--- config.mk ---
export PLATFORM = sky130hd
export DESIGN_NAME = gpio_bank_flat
export DESIGN_NICKNAME = d
export VERILOG_FILES = /design/src/rtl/gpio_bank_if.sv /design/src/rtl/gpio_bank.sv /design/src/flat_wrapper.sv
export SDC_FILE = /design/constraint.sdc
export NUM_CORES = 1
export LEC_CHECK = 0
export ABC_AREA = 1
export CAP_MARGIN = 15
export CORE_MARGIN = 3
export CORE_UTILIZATION = 35
export CTS_CLUSTER_DIAMETER = 40
export DETAILED_ROUTE_END_ITERATION = 16
export PLACE_DENSITY_LB_ADDON = 0.25
export SLEW_MARGIN = 0
export SYNTH_ARGS = -nofsm -noshare
export SYNTH_HDL_FRONTEND = slang
export SYNTH_SLANG_ARGS = --single-unit
--- constraint.sdc ---
create_clock -name clk -period 1.18 [get_ports clk]
set_input_delay 0.236 -clock clk [delete_from_list [all_inputs] [get_ports clk]]
set_output_delay 0.236 -clock clk [all_outputs]
set_load 0.01 [all_outputs]
--- src/rtl/gpio_bank_if.sv ---
// Data-memory bus slave port for gpio_bank: decoded select, strobes,
// byte offset, write data and the registered read return.
interface gpio_bank_if #(
    parameter int DATA_WIDTH = 32
);
    logic                  sel_i;
    logic                  we_i;
    logic                  re_i;
    logic [4:0]            addr_i;
    logic [DATA_WIDTH-1:0] wdata_i;
    logic [DATA_WIDTH-1:0] rdata_o;
    logic                  rvalid_o;

    modport master (
        output sel_i, we_i, re_i, addr_i, wdata_i,
        input  rdata_o, rvalid_o
    );

    modport slave (
        input  sel_i, we_i, re_i, addr_i, wdata_i,
        output rdata_o, rvalid_o
    );
endinterface

--- src/rtl/gpio_bank.sv ---
// Memory-mapped GPIO bank: OUT/DIR/TOGGLE registers, double-flop input sync,
// registered one-cycle reads. Edge interrupts are built only with GPIO_IRQ_EN.
module gpio_bank #(
    parameter int DATA_WIDTH = 32,
    parameter int GPIO_WIDTH = 8
) (
    input  logic                  clk,
    input  logic                  reset,
    gpio_bank_if.slave            bus,
    input  logic [GPIO_WIDTH-1:0] gpio_in,
    output logic [GPIO_WIDTH-1:0] gpio_out,
    output logic [GPIO_WIDTH-1:0] gpio_oe,
    output logic                  irq
);

    localparam logic [2:0] A_OUT      = 3'd0;
    localparam logic [2:0] A_IN       = 3'd1;
    localparam logic [2:0] A_DIR      = 3'd2;
    localparam logic [2:0] A_TOGGLE   = 3'd3;
    localparam logic [2:0] A_IRQ_EN   = 3'd4;
    localparam logic [2:0] A_EDGE_SEL = 3'd5;
    localparam logic [2:0] A_STATUS   = 3'd6;

    logic                  wr_en;
    logic                  rd_en;
    logic [2:0]            idx;
    logic [GPIO_WIDTH-1:0] wdata_g;
    logic [GPIO_WIDTH-1:0] out_q;
    logic [GPIO_WIDTH-1:0] dir_q;
    logic [GPIO_WIDTH-1:0] sync1_q;
    logic [GPIO_WIDTH-1:0] sync2_q;
    logic [GPIO_WIDTH-1:0] rd_val_g;
    logic [DATA_WIDTH-1:0] rd_word;
    logic                  unused_bus;

    assign wr_en   = bus.sel_i & bus.we_i;
    assign rd_en   = bus.sel_i & bus.re_i;
    assign idx     = bus.addr_i[4:2];
    assign wdata_g = bus.wdata_i[GPIO_WIDTH-1:0];

    // Byte-lane bits and data bits above GPIO_WIDTH carry no state.
    assign unused_bus = ^{bus.addr_i[1:0], bus.wdata_i};

    assign gpio_out = out_q;
    assign gpio_oe  = dir_q;

    always_ff @(posedge clk or posedge reset) begin
        if (reset) begin
            out_q   <= '0;
            dir_q   <= '0;
            sync1_q <= '0;
            sync2_q <= '0;
        end else begin
            sync1_q <= gpio_in;
            sync2_q <= sync1_q;
            if (wr_en && idx == A_OUT) begin
                out_q <= wdata_g;
            end else if (wr_en && idx == A_TOGGLE) begin
                out_q <= out_q ^ wdata_g;
            end
            if (wr_en && idx == A_DIR) begin
                dir_q <= wdata_g;
            end
        end
    end

`ifdef GPIO_IRQ_EN
    logic [GPIO_WIDTH-1:0] prev_q;
    logic [GPIO_WIDTH-1:0] irq_en_q;
    logic [GPIO_WIDTH-1:0] edge_sel_q;
    logic [GPIO_WIDTH-1:0] irq_status_q;
    logic [GPIO_WIDTH-1:0] edge_det;
    logic [GPIO_WIDTH-1:0] w1c_mask;

    assign edge_det = (sync2_q & ~prev_q & ~edge_sel_q)
                    | (~sync2_q & prev_q & edge_sel_q);
    assign w1c_mask = (wr_en && idx == A_STATUS) ? wdata_g : '0;
    assign irq      = |(irq_status_q & irq_en_q);

    always_ff @(posedge clk or posedge reset) begin
        if (reset) begin
            prev_q       <= '0;
            irq_en_q     <= '0;
            edge_sel_q   <= '0;
            irq_status_q <= '0;
        end else begin
            prev_q <= sync2_q;
            if (wr_en && idx == A_IRQ_EN) begin
                irq_en_q <= wdata_g;
            end
            if (wr_en && idx == A_EDGE_SEL) begin
                edge_sel_q <= wdata_g;
            end
            // A fresh edge outranks a simultaneous write-1-to-clear.
            irq_status_q <= (irq_status_q & ~w1c_mask) | edge_det;
        end
    end
`else
    assign irq = 1'b0;
`endif

    always_comb begin
        rd_val_g = '0;
        case (idx)
            A_OUT:      rd_val_g = out_q;
            A_IN:       rd_val_g = sync2_q;
            A_DIR:      rd_val_g = dir_q;
`ifdef GPIO_IRQ_EN
            A_IRQ_EN:   rd_val_g = irq_en_q;
            A_EDGE_SEL: rd_val_g = edge_sel_q;
            A_STATUS:   rd_val_g = irq_status_q;
`endif
            default:    rd_val_g = '0;
        endcase
        rd_word = '0;
        rd_word[GPIO_WIDTH-1:0] = rd_val_g;
    end

    // Read data is captured from pre-edge state, so a same-cycle write is not visible.
    always_ff @(posedge clk or posedge reset) begin
        if (reset) begin
            bus.rdata_o  <= '0;
            bus.rvalid_o <= 1'b0;
        end else begin
            bus.rvalid_o <= rd_en;
            bus.rdata_o  <= rd_en ? rd_word : '0;
        end
    end

endmodule

--- src/flat_wrapper.sv ---
// flat-port wrapper written by rule: the top's interface ports become plain ports
module gpio_bank_flat 
#(
    parameter int DATA_WIDTH = 32,
    parameter int GPIO_WIDTH = 8
)
  (clk, reset, gpio_in, gpio_out, gpio_oe, irq, bus_sel_i, bus_we_i, bus_re_i, bus_addr_i, bus_wdata_i, bus_rdata_o, bus_rvalid_o);
  gpio_bank_if #(.DATA_WIDTH(DATA_WIDTH)) bus_i ();
  input  logic clk;
  input  logic reset;
  input  logic [GPIO_WIDTH-1:0] gpio_in;
  output logic [GPIO_WIDTH-1:0] gpio_out;
  output logic [GPIO_WIDTH-1:0] gpio_oe;
  output logic irq;
  input wire logic [$bits(bus_i.sel_i)-1:0] bus_sel_i;
  input wire logic [$bits(bus_i.we_i)-1:0] bus_we_i;
  input wire logic [$bits(bus_i.re_i)-1:0] bus_re_i;
  input wire logic [$bits(bus_i.addr_i)-1:0] bus_addr_i;
  input wire logic [$bits(bus_i.wdata_i)-1:0] bus_wdata_i;
  output wire logic [$bits(bus_i.rdata_o)-1:0] bus_rdata_o;
  output wire logic [$bits(bus_i.rvalid_o)-1:0] bus_rvalid_o;
  assign bus_i.sel_i = bus_sel_i;
  assign bus_i.we_i = bus_we_i;
  assign bus_i.re_i = bus_re_i;
  assign bus_i.addr_i = bus_addr_i;
  assign bus_i.wdata_i = bus_wdata_i;
  assign bus_rdata_o = bus_i.rdata_o;
  assign bus_rvalid_o = bus_i.rvalid_o;
  gpio_bank #(.DATA_WIDTH(DATA_WIDTH), .GPIO_WIDTH(GPIO_WIDTH)) u_core (.clk(clk), .reset(reset), .bus(bus_i), .gpio_in(gpio_in), .gpio_out(gpio_out), .gpio_oe(gpio_oe), .irq(irq));
endmodule
==> results of run 1 <==
## flip-flops by register name, summed over array words and instances (netlist names)
name	flops
u_core.bus.rdata_o	8
u_core.gpio_oe	8
u_core.gpio_out	8
u_core.sync1_q	8
u_core.sync2_q	8
u_core.bus.rvalid_o	1
## worst register-to-register path, delay by kind of cell (launching register included)
kind,cells,cell delay (ps)
flip-flops,1,410
buffers and inverters,2,180
AND/OR/NAND/NOR,3,250
## layout by cell type (no fill, tap or decap), drive strengths merged
| cell type | n |
|---|---|
| buf | 28 |
| dlygate4sd2 | 5 |
| clkinv | 1 |
| nand3 | 41 |
| nand2 | 55 |
| clkbuf | 12 |
| clkinvlp | 1 |
| nor2 | 19 |
| conb | 25 |
| clkdlybuf4s50 | 19 |
| dfrtp | 41 |
| clkdlybuf4s15 | 19 |
| inv | 19 |
## worst max-delay path by stage
stage                           from               endpoint  slack (ps)
2_1_floorplan          bus_addr_i[2]     u_core.gpio_out[0]         170
3_3_place_gp           bus_addr_i[2]  u_core.bus.rdata_o[3]        -360
3_5_place_dp           bus_addr_i[4]  u_core.bus.rdata_o[2]        -370
4_1_cts        u_core.bus.rdata_o[6]         bus_rdata_o[6]           5
5_1_grt                     bus_we_i     u_core.gpio_out[4]         -40
6_report       u_core.bus.rdata_o[7]         bus_rdata_o[7]          30
## logic make-up after synthesis
family / after synthesis
simple gates: 115
buf+inv: 50
flops: 41
other cells: 1
## per-stage QoR
stage | hold WS [ps] | setup TNS, ps | worst slack [ps]
floorplan | 221 | 0 | 173
global placement | 333 | -7900 | -356
detailed placement | 335 | -8170 | -367
CTS | 345 | 0 | 4.63
global route | 351 | -185 | -40.7
finish | 334 | 0 | 31.6
## power breakdown
| part | internal (mW) | leakage [nW] | total, mW | switching, mW |
|---|---|---|---|---|
| logic | 0.496 | 0.845 | 0.983 | 0.487 |
| registers | 1.57 | 0.510 | 1.66 | 0.0866 |
| clock network | 0.464 | 0.0443 | 0.899 | 0.435 |
## area by class of cell
cell class	count	area (sq um)
Clock buffer	7	86.3
Fill cell	488	2330
Inverter	21	85.1
Multi-Input combinational cell	140	646
Sequential cell	41	1030
Tap cell	67	83.8
Timing Repair Buffer	76	688
## routing by layer
metal	track usage	wire, um	up-vias
met5	0	0	-
met4	0.0722	106	0
met3	0.0181	215	9
met2	0.225	1910	48
met1	0.173	1700	638
li1	-	-	749
## repair_timing
| action | CTS | global route |
|---|---|---|
| buffers inserted | 0 | 0 |
| setup endpoints to repair | 49 | 19 |
| gates resized for setup | 46 | 18 |
| pin swaps | 0 | 3 |
==> flow_summary.html, run 1 <==
<table>
<tr><th>Metric</th><th>Value</th></tr>
<tr><th colspan="2">STA</th></tr>
<tr><td>FMAX</td><td>871 MHz</td></tr>
<tr><td>Clock period minus final worst setup slack</td><td>1150 ps</td></tr>
<tr><td>Final period util</td><td>0.973</td></tr>
<tr><td>Count of pins over their slew limit</td><td>0</td></tr>
<tr><td>Finish-stage setup viols</td><td>0</td></tr>
<tr><td>Number of hold violations in the final report</td><td>0</td></tr>
<tr><td>Unrepaired setup endpoints after global routing</td><td>yes</td></tr>
<tr><td>Worst setup skew after layout</td><td>2.47 ps</td></tr>
<tr><th colspan="2">Die</th></tr>
<tr><td>Core area</td><td>4940 sq um</td></tr>
<tr><td>Std cell rows</td><td>25</td></tr>
<tr><td>Die boundary height</td><td>around 80 um</td></tr>
<tr><td>X dimension of the die</td><td>79.1 um</td></tr>
<tr><td>Die footprint</td><td>6260 sq um</td></tr>
<tr><td>IO Count</td><td>100</td></tr>
<tr><td>Initial cell density of the core</td><td>0.378</td></tr>
<tr><th colspan="2">Power and ir drop</th></tr>
<tr><td>Ratio of total power to cell area</td><td>1350 nW/um^2</td></tr>
<tr><td>Worst vdd rail ir drop</td><td>587 uV</td></tr>
<tr><td>Overall power of the completed layout</td><td>3.54 mW</td></tr>
<tr><td>P_leak</td><td>1.40 nW</td></tr>
<tr><th colspan="2">Critical path</th></tr>
<tr><td>Endpoint of the most critical register-to-register path</td><td>u_core.bus.rdata_o[2]</td></tr>
<tr><td>Largest fanout on the critical path</td><td>1</td></tr>
<tr><td>CP required</td><td>940 ps</td></tr>
<tr><td>Type of the worst setup path</td><td>flop to output pin</td></tr>
<tr><td>Stage delay of the slowest cell on the critical path</td><td>350 ps</td></tr>
<tr><td>Endpoint class of the critical path</td><td>output pin</td></tr>
<tr><td>WP buf/inv</td><td>1</td></tr>
<tr><td>Instance count on the critical path</td><td>1</td></tr>
<tr><td>Family with the most delay on the worst path</td><td>flip-flops</td></tr>
<tr><td>Worst reg2reg startpoint</td><td>u_core.gpio_out[2]</td></tr>
<tr><td>R2R depth</td><td>5</td></tr>
<tr><td>Worst-path cell with the longest stage delay</td><td>sky130_fd_sc_hd__dfrtp_1</td></tr>
<tr><td>Worst Setup Start Kind</td><td>flop</td></tr>
<tr><td>Flop-to-flop setup slack</td><td>250 ps</td></tr>
<tr><td>Critical path arrival</td><td>approximately 910 ps</td></tr>
<tr><td>Ordered list of cells on the worst path</td><td>dlygate4sd2_1</td></tr>
<tr><th colspan="2">Logic synthesis</th></tr>
<tr><td>Dominant cell by count in the synthesized netlist</td><td>sky130_fd_sc_hd__nand2_1</td></tr>
<tr><td>Commonest cells in the netlist</td><td>sky130_fd_sc_hd__nand2_1 (52), sky130_fd_sc_hd__dfrtp_1 (41), sky130_fd_sc_hd__nand3_1 (40), sky130_fd_sc_hd__buf_4 (25), sky130_fd_sc_hd__inv_1 (18)</td></tr>
<tr><td>Dominant combinational cell family by area after synthesis</td><td>simple AND/OR/NAND/NOR gates</td></tr>
<tr><td>Synthesized cell area</td><td>1870 sq um</td></tr>
<tr><td>Compound-cell area share of the yosys netlist</td><td>0</td></tr>
<tr><td>XOR/XNOR share of the synthesized area</td><td>0</td></tr>
<tr><td>Simple-gate share of the synthesized area</td><td>0.282</td></tr>
<tr><td>Multiplexer share of the synthesized area</td><td>0</td></tr>
<tr><td>Post-synth EDFFs</td><td>0</td></tr>
<tr><td>Proportion of netlist area held by the largest area contributor</td><td>0.548</td></tr>
<tr><td>Total of warnings raised by yosys</td><td>0</td></tr>
<tr><td>Cell taking the most area after synthesis</td><td>sky130_fd_sc_hd__dfrtp_1</td></tr>
<tr><td>Post-synthesis adder-cell area fraction</td><td>0</td></tr>
<tr><td>Total of flip-flops plus latches after synthesis</td><td>slightly above 40</td></tr>
<tr><td>Post-synthesis cell type count</td><td>17</td></tr>
<tr><td>Register area share after synthesis</td><td>0.548</td></tr>
<tr><td>Share of flip-flops with an asynchronous set or reset after synthesis</td><td>1.00</td></tr>
<tr><td>Top_reg_cell synth</td><td>sky130_fd_sc_hd__dfrtp_1</td></tr>
<tr><td>Cell count after synthesis</td><td>207</td></tr>
<tr><td>Synth Area per Inst</td><td>9.04 sq um</td></tr>
<tr><td>Top post-synthesis cells by area</td><td>sky130_fd_sc_hd__dfrtp_1 (55%), sky130_fd_sc_hd__nand3_1 (11%), sky130_fd_sc_hd__nand2_1 (10%), sky130_fd_sc_hd__buf_4 (10%), sky130_fd_sc_hd__inv_1 (3.6%)</td></tr>
<tr><th colspan="2">Finish</th></tr>
<tr><td>Final Non-Filler Cells</td><td>between 300 and 400</td></tr>
<tr><td>Proportion of layout cells with a drive suffix above 1</td><td>0.186</td></tr>
<tr><td>Final Core Density</td><td>0.529</td></tr>
<tr><td>Post-layout net count</td><td>roughly 340</td></tr>
<tr><td>Number of antenna cells inserted</td><td>0</td></tr>
<tr><td>Post-route cell area</td><td>2620 sq um</td></tr>
<tr><td>Layout-stage area growth over the synthesis result</td><td>39.8%</td></tr>
<tr><th colspan="2">Placed design</th></tr>
<tr><td>Dpl cells</td><td>345</td></tr>
<tr><td>Hpwl dp</td><td>3090 um</td></tr>
<tr><td>Count of port buffers added during placement</td><td>48</td></tr>
<tr><td>Post-place instance area</td><td>~2500 sq um</td></tr>
<tr><td>Final RePlAce weighted congestion</td><td>0.868</td></tr>
<tr><th colspan="2">GRT</th></tr>
<tr><td>Antenna violations before repair</td><td>0</td></tr>
<tr><td>Total gr overflow</td><td>0</td></tr>
<tr><td>Number of global-route vias before repair</td><td>1438</td></tr>
<tr><td>Global-route total usage across every layer</td><td>0.136</td></tr>
<tr><td>Pin count of the biggest net entering global routing</td><td>42</td></tr>
<tr><td>Wire length of the first global-routing pass</td><td>approximately 6700 um</td></tr>
<tr><th colspan="2">Clock tree</th></tr>
<tr><td>Htree depth</td><td>2</td></tr>
<tr><td>Number of CTS-inserted buffers</td><td>5</td></tr>
<tr><td>TritonCTS clock tree</td><td>built</td></tr>
<tr><td>Clk_lat worst skew</td><td>280 ps</td></tr>
<tr><td>Count of hold buffers inserted by post-cts repair</td><td>0</td></tr>
<tr><td>Clock-pin slew on the worst setup and hold paths</td><td>70 ps</td></tr>
<tr><td>Maximum number of buffers from clock root to sink</td><td>2</td></tr>
<tr><td>Root buffer selected by CTS</td><td>sky130_fd_sc_hd__clkbuf_8</td></tr>
<tr><td># clock sinks</td><td>41</td></tr>
<tr><th colspan="2">Route</th></tr>
<tr><td>Number of antenna-violating nets in the routed design</td><td>0</td></tr>
<tr><td>Per-cell routed wire length</td><td>around 11 um</td></tr>
<tr><td>Average vias per placed instance</td><td>4.10</td></tr>
<tr><td>Initial DRC Count</td><td>69</td></tr>
<tr><td>Sum of routed wire length over all layers</td><td>between 3000 and 4000 um</td></tr>
<tr><td>Vias after detailed routing</td><td>roughly 1400</td></tr>
<tr><td>First-pass detailed-route iteration total</td><td>4</td></tr>
<tr><td>Number of remaining DRC errors</td><td>0</td></tr>
<tr><th colspan="2">Status</th></tr>
<tr><td>Status</td><td>finished, final reports clean</td></tr>
<tr><th colspan="2">Min path</th></tr>
<tr><td>Hold Crit Class</td><td>primary input to asynchronous set/reset pin</td></tr>
<tr><th colspan="2">Flow run</th></tr>
<tr><td>Max-cap check violation count</td><td>0</td></tr>
</table>
Note: power is estimated with default switching activity, not from simulation.
==> run 2, diff against run 1 <==
- PLACE_DENSITY_LB_ADDON: 0.25 -> 0.3
==> run 2 against run 1 <==
Global-route usage is essentially flat. Clock skew grew 4.6 ps. Flip-flop and latch count stayed put. Worst setup slack gained 25 ps. Sequential power hardly changed. Register-to-register slack worse by 100 ps. Hold slack got worse by 8.8 ps. Via count up 0.83%. Sequential share of layout area shrank 0.66 points. Routed wire length grew 2.8%. Highest routed layer unchanged.
==> flow_summary.html, run 2 (same netlist as run 1, synthesis figures left out) <==
<table>
<tr><th>Metric</th><th>Value</th></tr>
<tr><th colspan="2">Clock tree</th></tr>
<tr><td>Maximum number of buffers from clock root to sink</td><td>2 (unchanged)</td></tr>
<tr><td>Clk_lat worst skew</td><td>300 ps (was 280 ps)</td></tr>
<tr><td>Clock-pin slew on the worst setup and hold paths</td><td>70 ps (about the same)</td></tr>
<tr><td>Root buffer selected by CTS</td><td>sky130_fd_sc_hd__clkbuf_8 (unchanged)</td></tr>
<tr><td>Number of CTS-inserted buffers</td><td>5 (unchanged)</td></tr>
<tr><td>Count of hold buffers inserted by post-cts repair</td><td>0 (unchanged)</td></tr>
<tr><td># clock sinks</td><td>41 (unchanged)</td></tr>
<tr><td>Htree depth</td><td>2 (unchanged)</td></tr>
<tr><td>TritonCTS clock tree</td><td>built (unchanged)</td></tr>
<tr><th colspan="2">Critical path</th></tr>
<tr><td>Critical path arrival</td><td>890 ps (was 910 ps)</td></tr>
<tr><td>Worst Setup Start Kind</td><td>flop (unchanged)</td></tr>
<tr><td>Setup crit start</td><td>u_core.bus.rvalid_o (was u_core.bus.rdata_o[7])</td></tr>
<tr><td>Worst reg2reg startpoint</td><td>u_core.gpio_out[7] (was u_core.gpio_out[2])</td></tr>
<tr><td>Largest fanout on the critical path</td><td>1 (unchanged)</td></tr>
<tr><td>Worst-path cell with the longest stage delay</td><td>sky130_fd_sc_hd__dfrtp_1 (unchanged)</td></tr>
<tr><td>Type of the worst setup path</td><td>flop to output pin (unchanged)</td></tr>
<tr><td>Stage delay of the slowest cell on the critical path</td><td>360 ps (was 350 ps)</td></tr>
<tr><td>Family with the most delay on the worst path</td><td>flip-flops (unchanged)</td></tr>
<tr><td>CP required</td><td>940 ps (about the same)</td></tr>
<tr><td>Ordered list of cells on the worst path</td><td>clkdlybuf4s15_1 (was dlygate4sd2_1)</td></tr>
<tr><td>Endpoint class of the critical path</td><td>output pin (unchanged)</td></tr>
<tr><td>WP buf/inv</td><td>1 (unchanged)</td></tr>
<tr><th colspan="2">Route</th></tr>
<tr><td>Top routing layer used</td><td>met4 (unchanged)</td></tr>
<tr><td>Average vias per placed instance</td><td>4.12 (was 4.10)</td></tr>
<tr><td>First-pass detailed-route iteration total</td><td>4 (unchanged)</td></tr>
<tr><td>Length of routed wiring on met1</td><td>1640 um (was 1700 um)</td></tr>
<tr><td>Number of antenna-violating nets in the routed design</td><td>0 (unchanged)</td></tr>
<tr><td>Total met2 wirelength after detailed routing</td><td>2070 um (was 1910 um)</td></tr>
<tr><td>Vias after detailed routing</td><td>1456 (was 1444)</td></tr>
<tr><td>Initial DRC Count</td><td>103 (was 69)</td></tr>
<tr><td>Per-cell routed wire length</td><td>11.5 um (was 11.2 um)</td></tr>
<tr><td>Sum of routed wire length over all layers</td><td>4040 um (was 3930 um)</td></tr>
<tr><td>Met3 WL post-DR</td><td>253 um (was 215 um)</td></tr>
<tr><td>Number of remaining DRC errors</td><td>0 (unchanged)</td></tr>
<tr><th colspan="2">GRT</th></tr>
<tr><td>Total gr overflow</td><td>0 (unchanged)</td></tr>
<tr><td>Number of global-route vias before repair</td><td>1408 (was 1438)</td></tr>
<tr><td>Global-route total usage across every layer</td><td>0.137 (was 0.136)</td></tr>
<tr><td>Wire length of the first global-routing pass</td><td>6570 um (was 6670 um)</td></tr>
<tr><td>Pin count of the biggest net entering global routing</td><td>42 (unchanged)</td></tr>
<tr><td>Antenna violations before repair</td><td>0 (unchanged)</td></tr>
<tr><th colspan="2">Finish</th></tr>
<tr><td>Top library cells by usage in the layout, fill and taps aside</td><td>sky130_fd_sc_hd__nand2_1 (50), sky130_fd_sc_hd__dfrtp_1 (41), sky130_fd_sc_hd__nand3_1 (34), sky130_fd_sc_hd__conb_1 (25), sky130_fd_sc_hd__buf_4 (24) (was sky130_fd_sc_hd__nand2_1 (51), sky130_fd_sc_hd__dfrtp_1 (41), sky130_fd_sc_hd__nand3_1 (37), sky130_fd_sc_hd__conb_1 (25), sky130_fd_sc_hd__buf_4 (25))</td></tr>
<tr><td>Final Core Density</td><td>0.538 (was 0.529)</td></tr>
<tr><td>Number of antenna cells inserted</td><td>0 (unchanged)</td></tr>
<tr><td>Post-route cell area</td><td>2660 sq um (was 2620 sq um)</td></tr>
<tr><td>Post-layout net count</td><td>335 (unchanged)</td></tr>
<tr><td>Layout-stage area growth over the synthesis result</td><td>42.2% (was 39.8%)</td></tr>
<tr><td>Proportion of layout cells with a drive suffix above 1</td><td>0.248 (was 0.186)</td></tr>
<tr><td>Most common cell after layout, fill and taps aside</td><td>sky130_fd_sc_hd__nand2_1 (unchanged)</td></tr>
<tr><td>Number of inserted filler cells in the final layout</td><td>472 (was 488)</td></tr>
<tr><th colspan="2">STA</th></tr>
<tr><td>Unrepaired setup endpoints after global routing</td><td>no (was yes)</td></tr>
<tr><td>FMAX</td><td>890 MHz (was 871 MHz)</td></tr>
<tr><td>Clock period minus final worst setup slack</td><td>1120 ps (was 1150 ps)</td></tr>
<tr><td>Worst setup skew after layout</td><td>7.09 ps (was 2.47 ps)</td></tr>
<tr><td>Count of pins over their slew limit</td><td>0 (unchanged)</td></tr>
<tr><td>Fin worst setup slack</td><td>57.0 ps (was 31.6 ps)</td></tr>
<tr><td>Final period util</td><td>0.952 (was 0.973)</td></tr>
<tr><td>Worst Hold Slack</td><td>325 ps (was 334 ps)</td></tr>
<tr><td>Number of hold violations in the final report</td><td>0 (unchanged)</td></tr>
<tr><td>Finish-stage setup viols</td><td>0 (unchanged)</td></tr>
<tr><th colspan="2">Placed design</th></tr>
<tr><td>Count of port buffers added during placement</td><td>48 (unchanged)</td></tr>
<tr><td>Post-place instance area</td><td>2510 sq um (was 2530 sq um)</td></tr>
<tr><td>Hpwl dp</td><td>3030 um (was 3090 um)</td></tr>
<tr><td>Final RePlAce weighted congestion</td><td>0.782 (was 0.868)</td></tr>
<tr><td>Worst slack after detailed placement</td><td>-444 ps (was -367 ps)</td></tr>
<tr><th colspan="2">Min path</th></tr>
<tr><td>Hold Crit Class</td><td>primary input to asynchronous set/reset pin (unchanged)</td></tr>
<tr><th colspan="2">Die</th></tr>
<tr><td>X dimension of the die</td><td>79.1 um (unchanged)</td></tr>
<tr><td>Die footprint</td><td>6260 sq um (unchanged)</td></tr>
<tr><td>Initial cell density of the core</td><td>0.378 (unchanged)</td></tr>
<tr><td>Std cell rows</td><td>25 (unchanged)</td></tr>
<tr><td>Core area</td><td>4940 sq um (unchanged)</td></tr>
<tr><td>IO Count</td><td>100 (unchanged)</td></tr>
<tr><td>Die boundary height</td><td>79.1 um (unchanged)</td></tr>
<tr><th colspan="2">Flow run</th></tr>
<tr><td>Max-cap check violation count</td><td>0 (unchanged)</td></tr>
<tr><th colspan="2">Power and ir drop</th></tr>
<tr><td>Worst vdd rail ir drop</td><td>665 uV (was 587 uV)</td></tr>
<tr><td>Ratio of total power to cell area</td><td>1500 nW/um^2 (was 1350 nW/um^2)</td></tr>
<tr><td>P_leak</td><td>1.45 nW (was 1.40 nW)</td></tr>
<tr><th colspan="2">Status</th></tr>
<tr><td>Status</td><td>finished, final reports clean (unchanged)</td></tr>
</table>
==> run 2: changes by cell type in the layout (fill, tap and decap cells not counted), sizes merged <==
cell           before  now
clkbuf             12   15
bufinv              0    2
buf                28   34
dlygate4sd2         5    2
clkdlybuf4s50      19   18
dlymetal6s2s        0    3
inv                19   20
clkdlybuf4s15      19    9
==> run 2: path summary, 6_finish.rpt <==
| path | slack, ps | to | cells past startpoint |
|---|---|---|---|
| max | 60 | bus_rvalid_o | 1 |
| min | 330 | u_core.bus.rvalid_o | 3 |
| max reg2reg | 150 | u_core.bus.rdata_o[7] | 6 |
| min reg2reg | 350 | u_core.sync2_q[4] | 0 |
| max in group asynchronous | 670 | u_core.sync2_q[7] | 3 |
| min in group clk | 350 | u_core.sync2_q[4] | 0 |
==> run 2: cell type report <==
| type | count | area [sq um] | share of cell area |
|---|---|---|---|
| flip-flops and latches | 41 | 1030 | 0.386 |
| multi-input cells | 140 | 671 | 0.252 |
| repair buffers | 76 | 657 | 0.247 |
| inverters | 21 | 85.1 | 0.0320 |
| well taps | 67 | 83.8 | 0.0315 |
| clock buffers | 5 | 68.8 | 0.0259 |
| clock inverters | 3 | 68.8 | 0.0259 |
==> run 2: what timing repair did <==
item / CTS / global route
pin swaps: 0 / 5
setup buffers: 3 / 2
gates resized for setup: 55 / 34
setup endpoints to repair: 49 / 37
==> run 2: through the flow <==
stage,TNS [ps],power [mW],std cells
after global routing,0,4.22,353
after CTS,0,4.06,351
after floorplan,0,2.15,231
after detailed placement,-9570,2.74,340
after global placement,-8780,2.72,340
final,0,4.00,353
==> run 2: power by group <==
part           switching [mW]  internal [mW]
combinational           0.504          0.480
sequential             0.0926           1.57
clock                   0.499          0.851
total                    1.10           2.90
==> run 2: metal layers <==
metal	vias up	global-route usage
met5	-	0
met4	0	0.0567
met3	7	0.0476
met2	46	0.226
met1	657	0.161
li1	746	-
